`config.mk`:
```
export PLATFORM = sky130hd
export DESIGN_NAME = me_result_serializer
export DESIGN_NICKNAME = d
export VERILOG_FILES = /design/src/rtl/me_result_serializer.sv
export SDC_FILE = /design/constraint.sdc
export NUM_CORES = 1
export LEC_CHECK = 0
export BUFFER_PORTS_ARGS = -buffer_cell sky130_fd_sc_hd__buf_2
export CORE_MARGIN = 10
export CORE_UTILIZATION = 59
export DETAILED_ROUTE_END_ITERATION = 12
export PLACE_DENSITY_LB_ADDON = 0.3
export REMOVE_ABC_BUFFERS = 1
export SLEW_MARGIN = 10
export SYNTH_ARGS = -nofsm -noshare
export SYNTH_HDL_FRONTEND = slang
export SYNTH_SLANG_ARGS = --single-unit
```
`constraint.sdc`:
```
create_clock -name clk -period 2.8 [get_ports clk]
set_clock_uncertainty 0.05 [all_clocks]
set_input_delay 0.56 -clock clk [delete_from_list [all_inputs] [get_ports clk]]
set_output_delay 0.56 -clock clk [all_outputs]
set_load 0.005 [all_outputs]
```
`src/rtl/me_result_serializer.sv`:
```
// Serializes DATA_W-bit results as start/data(LSB first)/stop frames on one wire.
// Define ME_SER_PARITY_EN to insert an even-parity bit after the data bits.
module me_result_serializer #(
    parameter int unsigned DATA_W     = 20,
    parameter int unsigned FIFO_DEPTH = 4,
    parameter int unsigned BIT_CYCLES = 1
) (
    input  logic              clk,
    input  logic              rst,
    input  logic              init,
    input  logic [DATA_W-1:0] res_data,
    input  logic              res_valid,
    output logic              res_ready,
    output logic              serial20,
    output logic              busy,
    output logic [15:0]       frames_sent
);
    localparam int unsigned PTR_W = (FIFO_DEPTH > 1) ? $clog2(FIFO_DEPTH) : 1;
    localparam int unsigned CNT_W = PTR_W + 1;
    localparam int unsigned CYC_W = (BIT_CYCLES > 1) ? $clog2(BIT_CYCLES) : 1;
    localparam int unsigned BIT_W = (DATA_W > 1) ? $clog2(DATA_W) : 1;

`ifdef ME_SER_PARITY_EN
    typedef enum logic [2:0] {StIdle, StStart, StData, StParity, StStop} state_e;
`else
    typedef enum logic [1:0] {StIdle, StStart, StData, StStop} state_e;
`endif

    state_e              state_q, state_d;
    logic [DATA_W-1:0]   mem_q [FIFO_DEPTH];
    logic [PTR_W-1:0]    wr_ptr_q, rd_ptr_q;
    logic [CNT_W-1:0]    count_q, count_d;
    logic [DATA_W-1:0]   shift_q, shift_d;
    logic [BIT_W-1:0]    bit_q, bit_d;
    logic [CYC_W-1:0]    cyc_q, cyc_d;
    logic                serial_q, serial_d;
    logic                busy_q, busy_d;
    logic [15:0]         frames_q, frames_d;
    logic                push, pop, bit_end;
`ifdef ME_SER_PARITY_EN
    logic                par_q, par_d;
`endif

    assign res_ready   = !init && !rst && (count_q < CNT_W'(FIFO_DEPTH));
    assign push        = res_valid && res_ready;
    assign pop         = (state_q == StIdle) && (count_q != '0);
    assign bit_end     = (cyc_q == CYC_W'(BIT_CYCLES - 1));
    assign serial20    = serial_q;
    assign busy        = busy_q;
    assign frames_sent = frames_q;

    always_comb begin
        state_d  = state_q;
        shift_d  = shift_q;
        bit_d    = bit_q;
        cyc_d    = cyc_q;
        serial_d = serial_q;
        frames_d = frames_q;
`ifdef ME_SER_PARITY_EN
        par_d    = par_q;
`endif
        if (state_q != StIdle) begin
            cyc_d = bit_end ? '0 : cyc_q + CYC_W'(1);
        end
        case (state_q)
            StIdle: begin
                serial_d = 1'b1;
                if (pop) begin
                    state_d  = StStart;
                    shift_d  = mem_q[rd_ptr_q];
                    serial_d = 1'b0;
                    cyc_d    = '0;
`ifdef ME_SER_PARITY_EN
                    par_d    = ^mem_q[rd_ptr_q];
`endif
                end
            end
            StStart: begin
                if (bit_end) begin
                    state_d  = StData;
                    serial_d = shift_q[0];
                    shift_d  = shift_q >> 1;
                    bit_d    = '0;
                end
            end
            StData: begin
                if (bit_end) begin
                    if (bit_q == BIT_W'(DATA_W - 1)) begin
`ifdef ME_SER_PARITY_EN
                        state_d  = StParity;
                        serial_d = par_q;
`else
                        state_d  = StStop;
                        serial_d = 1'b1;
`endif
                    end else begin
                        bit_d    = bit_q + BIT_W'(1);
                        serial_d = shift_q[0];
                        shift_d  = shift_q >> 1;
                    end
                end
            end
`ifdef ME_SER_PARITY_EN
            StParity: begin
                if (bit_end) begin
                    state_d  = StStop;
                    serial_d = 1'b1;
                end
            end
`endif
            StStop: begin
                if (bit_end) begin
                    state_d  = StIdle;
                    serial_d = 1'b1;
                    frames_d = frames_q + 16'd1;
                end
            end
            default: state_d = StIdle;
        endcase
    end

    always_comb begin
        count_d = count_q;
        case ({push, pop})
            2'b10:   count_d = count_q + CNT_W'(1);
            2'b01:   count_d = count_q - CNT_W'(1);
            default: count_d = count_q;
        endcase
        busy_d = (state_d != StIdle) || (count_d != '0);
    end

    always_ff @(posedge clk) begin
        if (rst || init) begin
            state_q  <= StIdle;
            wr_ptr_q <= '0;
            rd_ptr_q <= '0;
            count_q  <= '0;
            shift_q  <= '0;
            bit_q    <= '0;
            cyc_q    <= '0;
            serial_q <= 1'b1;
            busy_q   <= 1'b0;
`ifdef ME_SER_PARITY_EN
            par_q    <= 1'b0;
`endif
        end else begin
            state_q  <= state_d;
            if (push) wr_ptr_q <= wr_ptr_q + PTR_W'(1);
            if (pop)  rd_ptr_q <= rd_ptr_q + PTR_W'(1);
            count_q  <= count_d;
            shift_q  <= shift_d;
            bit_q    <= bit_d;
            cyc_q    <= cyc_d;
            serial_q <= serial_d;
            busy_q   <= busy_d;
`ifdef ME_SER_PARITY_EN
            par_q    <= par_d;
`endif
        end
    end

    // init aborts frames but keeps the completed-frame count
    always_ff @(posedge clk) begin
        if (rst) begin
            frames_q <= '0;
        end else if (!init) begin
            frames_q <= frames_d;
        end
    end

    always_ff @(posedge clk) begin
        if (push) mem_q[wr_ptr_q] <= res_data;
    end
endmodule

```
Word level (Yosys, flattened, before mapping)
Memory sizes are Yosys's and may differ from the RTL's. A register that Yosys moved wholly into a read port is not among the register bits.
Cells that the tools add are included.
- bits of input ports: 24
- word-level logic and storage cells: 81
- register bits after elaboration: 53
- bits in writable memories: 80
- output and inout port bits: 19
- memories kept: 1
- $lt $le $gt $ge: 1
- $add $sub $neg: 7
- reduce and logical (&&, ||, !) cells: 19
- bitwise gates (word level): 2
- eq/ne operators: 11
- mux-type cells: 30
- memories (memory ; words ; width ; rd ports ; clocked after Yosys merged registers in ; write ports ; RTL line ; text):
    mem_q ; 4 ; 20 ; 1 ; 1 ; 1 ; 30 ; logic [DATA_W-1:0] mem_q [FIFO_DEPTH];
- operator list (cell ; count):
    $mux W20 ; 4
    $pmux W20 S3 ; 1
    $add A16 B1 Y16 const B ; 1
    $mux W5 ; 3
    $mux W2 ; 7
    $mux W1 ; 11
    $ne A2 B2 Y1 const B ; 5
    $pmux W5 S2 ; 1
    $reduce_bool A3 Y1 ; 3
    $pmux W2 S4 ; 1
    $eq A2 B2 Y1 const B ; 3
    $pmux W3 S2 ; 1
    $reduce_and A3 Y1 ; 2
    $reduce_bool A2 Y1 ; 3
    $add A5 B1 Y5 const B ; 1
    $eq A5 B5 Y1 const B ; 1
    $reduce_and A5 Y1 ; 1
    $add A2 B1 Y2 const B ; 2
    $eq A2 B1 Y1 const B ; 2
    $logic_and A1 B1 Y1 ; 4
    $pmux W1 S4 ; 1
    $reduce_and A4 Y1 ; 1
    $add A3 B1 Y3 const B ; 1
    $lt A3 B3 Y1 const B ; 1
    6 further kinds ; 9

Longest topological paths before layout
Gate-level depths: netlist of run 1.
- depth after elaboration: 8
- depth in mapped cells: 10
- depth with buffers taken out: 10

Worst setup path before layout of run 1
OpenSTA, ideal clock, no wires.
- path type: input to register
- start: input rst
- end: register busy_q, in the netlist busy
- path buffers: 0
- data required time: 2.616 ns
- arrival: 2.460 ns
- cell stages on the path: 10
- setup slack: 0.156 ns
- cells stage by stage: nor3_1 -> and2_1 -> inv_1 -> ha_1 -> inv_1 -> fa_1 -> xor2_1 -> or3_1 -> a21oi_1 -> or4_1
- cells in the longest elaborated chain, start to end: 8
- ends and longest elaborated chain (item ; RTL line ; text):
    from (decl) ; 9 ; input logic rst,
    $logic_not A1 Y1 ; 44 ; assign res_ready = !init && !rst && (count_q < CNT_W'(FIFO_DEPTH));
    $logic_and A1 B1 Y1 (2 in a row) ; 44 ;
    $logic_and A1 B1 Y1 ; 45 ; assign push = res_valid && res_ready;
    $eq A2 B1 Y1 or $eq A2 B2 Y1 (tied branches) ; 124 ; case ({push, pop})
    $pmux W3 S2 ; 124 ;
    $reduce_bool A3 Y1 ; 129 ; busy_d = (state_d != StIdle) || (count_d != '0);
    $logic_or A1 B1 Y1 ; 129 ;
    to (signal assigned) ; 155 ; busy_q <= busy_d;
    to (decl) ; 37 ; logic busy_q, busy_d;
Parallel ways exist; a longest one is shown, timed or not.
A chain may end at the register's enable or synchronous reset.

Worst setup path after layout of run 1
- start: register state_q[1]
- end: register busy_q, in the netlist busy
- cells in the longest elaborated chain, start to end: 6
- ends and longest elaborated chain (item ; RTL line ; text):
    from (decl) ; 29 ; state_e state_q, state_d;
    from (signal assigned) ; 134 ; state_q <= StIdle;
    from (signal assigned) ; 147 ; state_q <= state_d;
    $logic_not A2 Y1 * ; 46 ; assign pop = (state_q == StIdle) && (count_q != '0);
    $logic_and A1 B1 Y1 * ; 46 ;
    net pop ; 39 ; logic push, pop, bit_end;
    $eq A2 B1 Y1, or another cell as far along ; 124 ;
    $pmux W3 S2 or $pmux W2 S4 (tied branches) ; 124, 65 ;
    $reduce_bool A3 Y1 or $reduce_bool A2 Y1 (tied branches) ; 129 ;
    $logic_or A1 B1 Y1 * ; 129 ;
Mark *: on every way through the listed nets, which the timed path passes. The rest lies on a longest branch.

==> results.md, run 1 <==
Logic synthesis
- sky130_fd_sc_hd__edfxtp_1, sky130_fd_sc_hd__dfxtp_1, sky130_fd_sc_hd__mux4_2, sky130_fd_sc_hd__nand2_1, sky130_fd_sc_hd__a311oi_1 — leading post-synthesis cells by cell area
- sky130_fd_sc_hd__edfxtp_1 — most common cell in the synthesized netlist
- 80 — number of flops mapped to enable cells by yosys
- 43.3% — area fraction of the dominant cell type after synthesis
- 0 — Yosys warnings
- 0% — share of flip-flops with an asynchronous set or reset
- 5550 µm² — post-synth design cell area
- 420 — Synth Instances
- sky130_fd_sc_hd__edfxtp_1 — Top FF cell, synth
- sky130_fd_sc_hd__edfxtp_1, sky130_fd_sc_hd__dfxtp_1, sky130_fd_sc_hd__nand2_1 — synth cell count leaders
- sky130_fd_sc_hd__edfxtp_1 — dominant cell type by area after synthesis
- 44 — count of cell types in the netlist
- 63.1% — proportion of synthesized chip area in sequential cells
- 135 — Yosys reg bits
- 13.2 µm² — Mapped Avg Cell Area

Die
- 13700 µm² — area of the die
- 117 µm — die height
- 9200 µm² — core box area
- 60.4% — Initial Util
- 43 — count of boundary I/O pins
- 117 µm — Chip Width
- 35 — number of standard-cell rows in the floorplan

Timing
- 45.8% — headroom to the max-slew limit
- 2480 ps — post-layout min period
- 0 ps — sum of negative setup slack
- 812 ps — measured slew at the worst slew-check pin
- 322 ps — Worst Setup Slack, final
- 0 — max-slew violation count
- 88.5% — post-route clock period utilization
- 404 MHz — Max Clk Rate
- 0 — setup-violating endpoint count in the final report
- 0 — count of final hold-check violations
- false — setup repair after global routing missed its margin

Route
- 0 — remaining routing DRC violations
- 5 — DRT Pass-1 Iters
- 3531 — total number of vias
- 18.2 µm — detailed-route wire length per cell
- 10800 µm — total routed wirelength
- 0 — Antenna Nets Post-Route
- 5.92 — via-per-instance ratio
- 387 — iteration-0 DRC count of the detailed router

Finish
- 632 — number of fill cells
- 3500 µm² — Seq. cell area
- 509 — number of nets in the final layout
- 1900 µm² — multi-input logic area
- 16.8% — Area growth, synth to finish
- 70.6% — share of the core filled with cells
- 23.7% — share of post-route cells with drive strength above 1
- 0 — diode count

Setup path
- 5 — CP Max Fanout
- 3150 ps — critical path data required time
- reg2reg — worst setup path category
- register — Worst Setup End Kind
- sky130_fd_sc_hd__or4_1 — standard cell with the maximum stage delay on the critical path
- 460 ps — largest incremental delay on the critical path
- register — Worst Setup Start Kind
- inv_1, ha_1, o31a_1, ha_1, inv_1, fa_1, xor2_1, o21ai_0, a21oi_1, or4_1 — cells traversed along the worst timing path
- 2830 ps — worst path arrival time

Power
- 714 nW/µm² — power density cells
- 2.28 nW — cell leakage power
- 0.522 mV — worst-case vdd ir drop

Placement
- 42 — Port Buffers
- 0.784 — gp weighted congestion
- 163 ps — Worst Setup Slack post-DPL
- 6690 µm — DP Wirelength

Min path
- in2reg — Hold Crit Class

CTS
- sky130_fd_sc_hd__clkbuf_8 — buffer cell driving the clock tree root
- 520 ps — clock insertion delay at the later pin of the skew report
- 2 — clock tree buffer depth
- 17 — TritonCTS Buffers
- 135 — clock net sink count
- 4 — depth of the CTS H-tree
- 60 ps — clock-pin slew on the worst setup and hold paths
- 0 — number of buffers added to fix hold violations after cts
- built — TritonCTS clock tree

Global route
- 31 — maximum number of pins on one net before global-route repair
- 3632 — via count of the first global-routing pass
- 17.1% — global-route usage over all layers
- 0 — total gr overflow
- 0 — number of antenna violations at the first check in global routing
- 18000 µm — global-route wire length before repair

Run status
- finished, final reports clean — result of the run

Flow run
- 0 — max-capacitance violation count

[stage by stage]
| step | power [W] | hold slack [ps] | std cells | instance area [µm²] |
|---|---|---|---|---|
| floorplan | 0.00243 | 399 | 395 | 5450 |
| global placement | 0.00253 | 408 | 563 | 5910 |
| detailed placement | 0.00254 | 415 | 563 | 5910 |
| CTS | 0.00466 | 181 | 595 | 6480 |
| global route | 0.00480 | 190 | 596 | 6490 |
| finish | 0.00463 | 201 | 596 | 6490 |
[cell families (layout without fill, tap and decap cells)]
| group | after synthesis | count (layout) | synth area share [%] |
|---|---|---|---|
| multiplexers | 21 | 21 | 8.29 |
| buffers and inverters | 37 | 102 | 2.68 |
| adder cells (fa/ha/maj) | 13 | 13 | 3.06 |
| XOR/XNOR | 14 | 14 | 2.21 |
| AND/OR/NAND/NOR | 120 | 120 | 10.9 |
| AO/OA/AOI/OAI | 80 | 80 | 9.75 |
| flip-flops | 135 | 135 | 63.1 |
[worst paths after layout]
check,endpoint,cells past startpoint,slack [ps],start
hold reg to reg,shift_q[19]$_SDFFE_PP0P_,2,420,shift_q[19]$_SDFFE_PP0P_
hold / removal,mem_q[2][16]$_DFFE_PP_,1,200,res_data[16]
setup / recovery,busy$_SDFF_PP0_,10,320,state_q[1]$_SDFF_PP0_
setup reg to reg,busy$_SDFF_PP0_,10,320,state_q[1]$_SDFF_PP0_
[sequential cells by signal, indices dropped and copies added (netlist names), named ones only]
signal,count
cyc_q,1
state_q,2
frames_sent,16
busy,1
bit_q,5
rd_ptr_q,2
wr_ptr_q,2
count_q,3
shift_q,20
mem_q,80
serial20,1
[cell usage in the layout (no fill, tap or decap), types with 16 or more instances in the layout]
cell | Yosys | routed
sky130_fd_sc_hd__a21oi_1 | 31 | 31
sky130_fd_sc_hd__a311oi_1 | 19 | 19
sky130_fd_sc_hd__buf_2 | 5 | 42
sky130_fd_sc_hd__buf_4 | 1 | 16
sky130_fd_sc_hd__clkbuf_16 | 0 | 16
sky130_fd_sc_hd__dfxtp_1 | 55 | 55
sky130_fd_sc_hd__edfxtp_1 | 80 | 80
sky130_fd_sc_hd__mux4_2 | 20 | 20
sky130_fd_sc_hd__nand2_1 | 50 | 50
sky130_fd_sc_hd__nor2_1 | 23 | 22
[power breakdown]
part | internal (W) | switching [W]
combinational | 0.000142 | 0.000198
sequential | 0.00215 | 0.0000280
clock | 0.00122 | 0.000898
[critical path, delay by kind of cell (launching register included)]
kind	cells	cell delay, ps
adders and majority gates	3	740
and+or+nand+nor	1	460
AOI/OAI and AO/OA	3	420
DFF	1	350
buffers and inverters	2	170
xor gates and xnor gates	1	160
[cell type report]
type                    count  area share, %
multi-input cells         248           29.3
inverters                  12          0.694
clock inverters            14           2.29
clock buffers              18           6.44
repair buffers             58           5.09
flip-flops and latches    135           54.0
well taps                 111           2.14
[routing by layer]
| metal | up-vias | GRT usage, % | wire length [µm] |
|---|---|---|---|
| met5 | - | 0 | 0 |
| met4 | 0 | 6.26 | 131 |
| met3 | 9 | 4.94 | 720 |
| met2 | 120 | 28.8 | 5650 |
| met1 | 1697 | 20.4 | 4320 |
| li1 | 1705 | - | - |
[what timing repair did]
action	CTS	global route
setup buffers	0	1
resized for setup	0	0
setup endpoints to repair	0	1
No activity file was read; power rests on OpenSTA's default activity.
==> run 2, diff against run 1 <==
--- a/config.mk
+++ b/config.mk
@@ -5,9 +5,12 @@
 export SDC_FILE = /design/constraint.sdc
 export NUM_CORES = 1
 export LEC_CHECK = 0
+export ABC_AREA = 1
 export BUFFER_PORTS_ARGS = -buffer_cell sky130_fd_sc_hd__buf_2
+export CELL_PAD_IN_SITES_DETAIL_PLACEMENT = 0
+export CELL_PAD_IN_SITES_GLOBAL_PLACEMENT = 1
 export CORE_MARGIN = 10
-export CORE_UTILIZATION = 59
+export CORE_UTILIZATION = 30
 export DETAILED_ROUTE_END_ITERATION = 12
 export PLACE_DENSITY_LB_ADDON = 0.3
 export REMOVE_ABC_BUFFERS = 1
==> results.md, run 2 <==
Logic synthesis
- sky130_fd_sc_hd__nand2_1 — most common cell in the synthesized netlist
- sky130_fd_sc_hd__edfxtp_1 — dominant cell type by area after synthesis
- 38.6% — area fraction of the dominant cell type after synthesis, -4.7 points
- sky130_fd_sc_hd__edfxtp_1, sky130_fd_sc_hd__dfxtp_1, sky130_fd_sc_hd__nand2_1, sky130_fd_sc_hd__inv_1, sky130_fd_sc_hd__nor2_1 — leading post-synthesis cells by cell area
- sky130_fd_sc_hd__nand2_1, sky130_fd_sc_hd__inv_1, sky130_fd_sc_hd__edfxtp_1, sky130_fd_sc_hd__nor2_1, sky130_fd_sc_hd__nand3_1 — synth cell count leaders
- sky130_fd_sc_hd__edfxtp_1 — Top FF cell, synth
- 747 — Synth Instances, +78%
- 56.2% — proportion of synthesized chip area in sequential cells, -6.9 points
- 80 — number of flops mapped to enable cells by yosys, unchanged
- 8.34 µm² — Mapped Avg Cell Area, -37%
- 6230 µm² — post-synth design cell area, +12%
- 32 — count of cell types in the netlist, -27%
- 135 — Yosys reg bits, unchanged
- 0 — Yosys warnings, unchanged
- 0% — share of flip-flops with an asynchronous set or reset, unchanged

Power
- 9.0% — Comb power frac, +1.6 points
- 25.7% — switching share of power, +1.4 points
- 638 nW/µm² — power density cells, -11%
- 44.3% — Clk pwr share, -1.4 points
- 0.00346 W — cell internal power dissipation, -1.3%
- 3.29 nW — cell leakage power, +44%
- 0.00119 W — switching power summed over all nets, +6.2%
- 46.7% — sequential power share, -0.3 points
- 0.377 mV — worst-case vdd ir drop, -28%

Finish
- 832 — number of nets in the final layout, +63%
- sky130_fd_sc_hd__nand2_1 — most common cell after layout, fill and taps aside
- 17.1% — Area growth, synth to finish
- sky130_fd_sc_hd__nand2_1, sky130_fd_sc_hd__inv_1, sky130_fd_sc_hd__edfxtp_1 — commonest non-fill, non-tap cells in the layout
- mem_q — largest register by flop count
- 1078 — number of standard cells in the layout, taps in and fillers out, +81%
- 80 — max reg flops, unchanged
- 35.8% — share of the core filled with cells, -35 points
- 0 — diode count, unchanged
- 13.6% — share of post-route cells with drive strength above 1, -10 points

Route
- 0 — Antenna Nets Post-Route, unchanged
- 0 — remaining routing DRC violations, unchanged
- 4492 — total number of vias, +27%
- 12.5 µm — detailed-route wire length per cell, -31%
- 185 — iteration-0 DRC count of the detailed router, -52%
- 13500 µm — total routed wirelength, +25%
- 4.17 — via-per-instance ratio, -30%
- 5 — DRT Pass-1 Iters, unchanged

Global route
- 0 — number of antenna violations at the first check in global routing, unchanged
- 22600 µm — global-route wire length before repair, +26%
- 41 — maximum number of pins on one net before global-route repair, +32%
- 4454 — via count of the first global-routing pass, +23%
- 10.6% — global-route usage over all layers, -6.4 points
- 0 — total gr overflow, unchanged

CTS
- 0 — Post-CTS Setup Repair Bufs, unchanged
- 17 — TritonCTS Buffers, unchanged
- 0 — number of buffers added to fix hold violations after cts, unchanged
- sky130_fd_sc_hd__clkbuf_16 — buffer cell driving the clock tree root
- built — TritonCTS clock tree
- 60 ps — clock-pin slew on the worst setup and hold paths, about the same
- 4 — depth of the CTS H-tree, unchanged
- 420 ps — clock insertion delay at the later pin of the skew report, -100 ps
- 0 — number of gates resized after cts, unchanged
- 2 — clock tree buffer depth, unchanged
- 135 — clock net sink count, unchanged

Setup path
- register — Worst Setup End Kind
- 2600 ps — worst path arrival time, -230 ps
- 3050 ps — critical path data required time, -100 ps
- register — Worst Setup Start Kind
- reg2reg — worst setup path category
- 6 — CP Max Fanout, +1

Timing
- 2350 ps — post-layout min period, -124 ps
- false — setup repair after global routing missed its margin
- 84.1% — post-route clock period utilization, -4.4 points
- 425 MHz — Max Clk Rate, +5.3%
- 0 — setup-violating endpoint count in the final report, unchanged
- 302 ps — worst hold slack, +101 ps
- 51.2% — headroom to the max-slew limit, +5.3 points
- 0 — max-slew violation count, unchanged
- 0 ps — sum of negative setup slack, unchanged
- 731 ps — measured slew at the worst slew-check pin, -80.2 ps
- 446 ps — Worst Setup Slack, final, +124 ps
- 0 — count of final hold-check violations, unchanged

Placement
- 1046 — dpl cells, +86%
- 337 ps — Worst Setup Slack post-DPL, +174 ps
- 0.743 — gp weighted congestion, -5.2%
- 42 — Port Buffers, unchanged
- 8690 µm — DP Wirelength, +30%

Flow run
- 0 — max-capacitance violation count, unchanged

Run status
- finished, final reports clean — result of the run

Die
- 52 — number of standard-cell rows in the floorplan, +49%
- 43 — count of boundary I/O pins, unchanged
- 26900 µm² — area of the die, +97%
- 164 µm — die height, +40%
- 20400 µm² — core box area, +120%
- 30.6% — Initial Util, -30 points
- 164 µm — Chip Width, +40%

Min path
- in2reg — Hold Crit Class

## run 2: worst max-delay path: stages (launching register included)
cell                       delay, ps
sky130_fd_sc_hd__dfxtp_1         320
sky130_fd_sc_hd__inv_1           140
sky130_fd_sc_hd__ha_1            250
sky130_fd_sc_hd__nand2_1         110
sky130_fd_sc_hd__inv_1           170
sky130_fd_sc_hd__ha_1            190
sky130_fd_sc_hd__inv_1            60
sky130_fd_sc_hd__fa_1            490
sky130_fd_sc_hd__nand2_1          50
sky130_fd_sc_hd__o21ai_0          90
sky130_fd_sc_hd__nand2_1          90
sky130_fd_sc_hd__o21bai_1        150
sky130_fd_sc_hd__nand3_1          80
## run 2: kinds of logic (layout without fill, tap and decap cells)
logic type,Yosys count,after routing,synth area share (%)
simple gates,385,385,26.1
compound gates,56,56,4.58
xor+xnor,2,2,0.281
buf+inv,156,217,10.1
flops,135,135,56.2
fa+ha+maj,13,13,2.73
## run 2: power groups by stage
| stage | clock network [W] | logic [W] | registers (W) |
|---|---|---|---|
| 2_1_floorplan | 0 | 0.000276 | 0.00222 |
| 3_3_place_gp | 0 | 0.000427 | 0.00222 |
| 3_5_place_dp | 0 | 0.000426 | 0.00222 |
| 4_1_cts | 0.00213 | 0.000429 | 0.00218 |
| 5_1_grt | 0.00223 | 0.000485 | 0.00218 |
| 6_report | 0.00206 | 0.000419 | 0.00218 |
## run 2: routing by layer
layer,global-route usage [%],up-vias,part of all wire [%]
met3,3.15,9,3.3
met1,13.6,2008,50
met5,0,-,0
met2,16.9,43,45
li1,-,2432,-
met4,3.66,0,1.3
## run 2: final timing paths
| check | endpoint | slack (ps) | start | depth (start not counted) |
|---|---|---|---|---|
| worst min-delay path | mem_q[3][0]$_DFFE_PP_ | 300 | res_data[0] | 1 |
| worst min register to register | register | 420 | rd_ptr_q[1]$_SDFFE_PP0P_ | 2 |
| worst max-delay path | busy$_SDFF_PP0_ | 450 | state_q[0]$_SDFF_PP0_ | 12 |
| worst max register to register | busy$_SDFF_PP0_ | 450 | state_q[0]$_SDFF_PP0_ | 12 |
## run 2: per-stage QoR
stage / power, W / cell area (µm²)
2_1_floorplan: 0.00250 / 6100
3_3_place_gp: 0.00264 / 6740
3_5_place_dp: 0.00264 / 6740
4_1_cts: 0.00473 / 7300
5_1_grt: 0.00489 / 7300
6_report: 0.00465 / 7300
## run 2: cell type report
type                       count  area (µm²)
inverter                     132         500
tap                          270         338
fill                        2124       13100
multi-input combinational    456        2110
timing repair buffer          53         293
sequential                   135        3500
clock inverter                14         118
clock buffer                  18         439
